--- src/rtl/zl_punct.sv ---
// Puncturer between the rate-1/2 convolutional encoder and the symbol mapper.
// Optional feature macro: ZL_PUNCT_HIGH_RATES_EN enables rates 5/6 and 7/8.
module zl_punct (
  input  logic       clk,
  input  logic       rst_n,
  input  logic [2:0] rate,
  input  logic       data_in_i,
  input  logic       data_in_q,
  input  logic       data_in_req,
  output logic       data_in_ack,
  output logic       data_out_i,
  output logic       data_out_q,
  output logic       data_out_req,
  input  logic       data_out_ack
);

`ifdef ZL_PUNCT_HIGH_RATES_EN
  localparam int PH_W = 3;
`else
  localparam int PH_W = 2;
`endif

  logic [2:0]      rate_q;
  logic [2:0]      count_q, count_d;
  logic [PH_W-1:0] phase_q, phase_d;
  logic [3:0]      bits_q, bits_d;

  logic       chg;
  logic       out_req;
  logic       pop;
  logic       push;
  logic [1:0] keep;
  logic [2:0] cnt_pop;
  logic       b0, b1, two;

  // Keep mask for the current phase as {keep X, keep Y}; bit n of a mask is position n+1.
  function automatic logic [1:0] keep_f(input logic [2:0] r, input logic [PH_W-1:0] ph);
    logic [7:0] xm;
    logic [7:0] ym;
    logic [2:0] idx;
    idx = 3'(ph);
    xm  = 8'hFF;
    ym  = 8'hFF;
    case (r)
      3'd1: begin xm = 8'b0000_0001; ym = 8'b0000_0011; end
      3'd2: begin xm = 8'b0000_0101; ym = 8'b0000_0011; end
`ifdef ZL_PUNCT_HIGH_RATES_EN
      3'd3: begin xm = 8'b0001_0101; ym = 8'b0000_1011; end
      3'd4: begin xm = 8'b0101_0001; ym = 8'b0010_1111; end
`endif
      default: begin xm = 8'hFF; ym = 8'hFF; end
    endcase
    return {xm[idx], ym[idx]};
  endfunction

  // Last phase of the puncturing period (period minus one).
  function automatic logic [PH_W-1:0] last_f(input logic [2:0] r);
    case (r)
      3'd1:    return PH_W'(1);
      3'd2:    return PH_W'(2);
`ifdef ZL_PUNCT_HIGH_RATES_EN
      3'd3:    return PH_W'(4);
      3'd4:    return PH_W'(6);
`endif
      default: return PH_W'(0);
    endcase
  endfunction

  assign chg          = (rate != rate_q);
  assign out_req      = !chg && (count_q >= 3'd2);
  assign pop          = out_req && data_out_ack;
  assign data_out_req = out_req;
  assign data_in_ack  = !chg && ((count_q <= 3'd2) || pop);
  assign push         = data_in_req && data_in_ack;
  assign keep         = keep_f(rate_q, phase_q);
  assign data_out_i   = bits_q[0];
  assign data_out_q   = bits_q[1];

  always_comb begin
    bits_d  = bits_q;
    count_d = count_q;
    phase_d = phase_q;
    cnt_pop = count_q;
    two     = (keep == 2'b11);
    b0      = keep[1] ? data_in_i : data_in_q;
    b1      = data_in_q;
    if (chg) begin
      bits_d  = '0;
      count_d = '0;
      phase_d = '0;
    end else begin
      // Pop first so a simultaneous push lands behind the remaining bits.
      if (pop) begin
        bits_d  = {2'b00, bits_q[3:2]};
        cnt_pop = count_q - 3'd2;
      end
      count_d = cnt_pop;
      if (push) begin
        for (int i = 0; i < 4; i++) begin
          if (3'(i) == cnt_pop) bits_d[i] = b0;
          if (two && (3'(i) == cnt_pop + 3'd1)) bits_d[i] = b1;
        end
        count_d = cnt_pop + (two ? 3'd2 : 3'd1);
        phase_d = (phase_q == last_f(rate_q)) ? '0 : phase_q + 1'b1;
      end
    end
  end

  always_ff @(posedge clk or negedge rst_n) begin
    if (!rst_n) begin
      rate_q  <= '0;
      count_q <= '0;
      phase_q <= '0;
      bits_q  <= '0;
    end else begin
      rate_q  <= rate;
      count_q <= count_d;
      phase_q <= phase_d;
      bits_q  <= bits_d;
    end
  end

endmodule

--- config.mk ---
export PLATFORM = sky130hd
export DESIGN_NAME = zl_punct
export DESIGN_NICKNAME = d
export VERILOG_FILES = /design/src/rtl/zl_punct.sv
export SDC_FILE = /design/constraint.sdc
export NUM_CORES = 1
export LEC_CHECK = 0
export BUFFER_PORTS_ARGS = -buffer_cell sky130_fd_sc_hd__buf_2
export CAP_MARGIN = 0
export CORE_ASPECT_RATIO = 1.1
export CORE_MARGIN = 5
export CORE_UTILIZATION = 55
export DETAILED_ROUTE_END_ITERATION = 12
export GPL_ROUTABILITY_DRIVEN = 0
export PLACE_DENSITY = 0.84
export SLEW_MARGIN = 0
export SYNTH_ARGS = -nofsm -noshare
export SYNTH_HDL_FRONTEND = slang
export SYNTH_SLANG_ARGS = --single-unit
--- constraint.sdc ---
create_clock -name clk -period 4.23 [get_ports clk]
set_input_delay 0.2115 -clock clk [delete_from_list [all_inputs] [get_ports clk]]
set_output_delay 0.2115 -clock clk [all_outputs]
set_load 0.02 [all_outputs]
==> flow_summary.yaml <==
setup_path:
  startpoint: "count_q[1]"
  cp_max_fo: 15
  cp_data_required_time_ps: 4390
  path_class: "flip-flop to flip-flop"
  critPathLaunchType: "flip-flop"
  endpoint_kind: "flip-flop"
  r2r_start: "count_q[1]"
  critPathArrivalTime_ps: 3980
cts:
  cts_tree: "yes"
  cts.path.max_buffers: 2
  clk_pin_slew_worst_paths_ps: 80
  htree_num_levels: 1
  root_buffer: "clkbuf_4"
  cts_buffers: 3
  cts_sinks: 12
  insertion_delay_ps: 270
  ctsResizeCount: 0
cells_and_area:
  drive_above_1_share: 0.163
  fillers: 187
  final_util: 0.617
  nets: 161
  area_delta_synth_final_pct: 8.44
  diodes: 0
yosys:
  syn_nets: 150
  synth.distinct_cells: 48
  synth-adder-area-share: 0.0511
  synth_top_family_by_area: "compound AO/OA/AOI/OAI gates"
  synth-edff-count: 0
  muxShareOfSynthArea: 0.0456
  synth_compound_area_frac: 0.277
  yosysSeqAreaShare: 0.267
  synth_top_area_cell: "dfrtp_1"
  syn_avg_cell_area_um2: 8.22
  ys.flop_type: "dfrtp_1"
  synth_simple_gate_area_frac: 0.226
  syn_inst: 137
  yosys.area.top_type_share: 0.267
  yosys_register_bits: 12
  synth_warnings: 0
  synth_xor_area_frac: 0.0467
  netlist_area_mm2: 0.00113
  ys_async_sr_fraction: 1.00
  yosys-top-cells-area: "dfrtp_1 27%, nor2_1 5.7%, xnor2_1 3.9%"
die:
  pin_count: 13
  num_rows: 17
  die-area_mm2: 0.00305
  die_x_um: 53.1
  start_util: 0.569
  die_h_um: 57.5
  core_area_mm2: 0.00198
timing:
  fmax_mhz: 262
  finalHoldViolations: 0
  tns_ps: 0
  rsz0062_at_grt: "false"
  relSlewSlack: 0.498
  worst_pin_slew_ps: 743
  fin_crit_ps: 3820
  finalSetupViolCount: 0
  period_share: 0.903
  maxSlewViolCount: 0
  skew_ps: 1.00
run_status:
  status: "finished, final reports clean"
grt:
  grt_max_degree: 16
  grt_pass1_vias: 1065
  grt_usage: 0.198
  overflow: 0
  grt_first_pass_wirelength_um: 4620
  use_met2: 0.332
  use_met1: 0.245
  met3_usage: 0.0261
  busiest_layer: "met2"
  antenna_found_initial: 0
drt:
  vias: 1079
  drc_errors: 0
  routed_wl_um: 2660
  drt_iter0_drc: 47
  ant_nets: 0
  first_pass_iters: 4
  via_per_inst: 6.17
  wl_per_cell_um: 15.2
job:
  maxCapViolCount: 0
hold_path:
  hold_path_class: "input port to flip-flop"
  min_from: "rate[2]"
power:
  power-per-cell-area_mw_per_mm2: 226
  worst_ir_drop_vdd_uv: 215
  power.leakage_nw: 0.492
placed_design:
  portBuffers: 12
  place.detailed.hpwl_um: 1980
## path summary, 6_finish.rpt
check,slack (ps),to,cells after the start
setup / recovery,410,bits_q[1],12
hold / removal,60,rate_q[2],1
setup reg to reg,410,bits_q[1],12
hold reg to reg,580,phase_q[1],1
max in group asynchronous,3670,bits_q[0],2
min in group asynchronous,340,bits_q[2],2
## power breakdown
group          total, mW  internal [mW]  leakage [nW]  switching [mW]
Combinational     0.0598         0.0256         0.311          0.0342
Sequential         0.125          0.118         0.160         0.00712
Clock             0.0910         0.0523        0.0210          0.0387
Total              0.275          0.195         0.492          0.0800
## registers in the layout, summed over array words and instances (netlist names)
signal   count
bits_q       4
count_q      3
phase_q      2
rate_q       3
## worst max-delay path, stage by stage (launching register included)
cell and delay [ps]:
dfrtp_1 570, inv_1 240, ha_1 260, inv_1 90
o21ai_2 310, or2_1 500, a21oi_2 140, ha_1 330
o311ai_0 250, or2_2 380, a21boi_0 250, mux2i_1 120
a32o_1 270
## synthesized netlist by cell type, types with 3 or more instances
| library cell | number |
|---|---|
| o311ai_1 | 3 |
| ha_1 | 3 |
| nor4_1 | 4 |
| dfrtp_1 | 12 |
| nor2_1 | 17 |
| a21oi_1 | 4 |
| buf_6 | 3 |
| nand2_1 | 7 |
| buf_2 | 3 |
| inv_1 | 10 |
| nor3_1 | 7 |
| a21boi_0 | 3 |
| nand2b_1 | 4 |
| mux2i_1 | 4 |
| xnor2_1 | 5 |
| o21ai_0 | 7 |
## cell type report
type,instances,area (um^2),area share
inverters,10,37.5,0.0307
repair buffers,15,85.1,0.0697
flip-flops and latches,12,300,0.246
clock buffers,4,36.3,0.0297
well taps,28,35.0,0.0287
multi-input cells,106,727,0.595
## repair_timing
action	in CTS	in global routing
hold buffers	1	0
hold endpoints to repair	12	0
setup buffers	0	0
## per-layer routing
layer	routed length, um	share of wire
met5	0	0
met2	1320	0.49
met4	42	0.016
met3	186	0.070
met1	1120	0.42
## kinds of logic (layout without fill, tap and decap cells)
family,count (synthesis),after routing
flip-flops,12,12
multiplexers,5,5
XOR/XNOR,6,6
buffers and inverters,19,29
AND/OR/NAND/NOR,49,49
adder cells (fa/ha/maj),4,4
AO/OA/AOI/OAI,42,42
## per-stage QoR
| stage | instance area [um^2] | setup WS [ps] | std cells | total power [mW] | hold WS [ps] |
|---|---|---|---|---|---|
| floorplan | 1130 | 1280 | 137 | 0.167 | -84.1 |
| global placement | 1170 | 801 | 170 | 0.183 | 105 |
| detailed placement | 1170 | 523 | 170 | 0.185 | 103 |
| CTS | 1220 | 491 | 175 | 0.277 | 58.5 |
| global route | 1220 | 229 | 175 | 0.292 | 51.5 |
| finish | 1220 | 409 | 175 | 0.275 | 64.3 |
## layout by cell type, fill, tap and decap left out, types with 2 or more instances in the layout
| cell type | count |
|---|---|
| and3_1 | 2 |
| buf_2 | 12 |
| o21ai_0 | 7 |
| o31a_1 | 2 |
| a31oi_1 | 2 |
| nand2_1 | 7 |
| xnor2_1 | 5 |
| mux2i_1 | 4 |
| nand3_1 | 2 |
| a211oi_1 | 2 |
| buf_4 | 2 |
| a21oi_1 | 4 |
| o22ai_1 | 2 |
| nor3_1 | 7 |
| nor4_1 | 4 |
| nor2_1 | 17 |
| a21boi_0 | 3 |
| o311ai_1 | 3 |
| nand2b_1 | 4 |
| o311ai_0 | 2 |
| ha_1 | 3 |
| dfrtp_1 | 12 |
| inv_1 | 10 |
| a221oi_1 | 2 |
| clkbuf_4 | 3 |
Power figures use the tool's default switching activity.
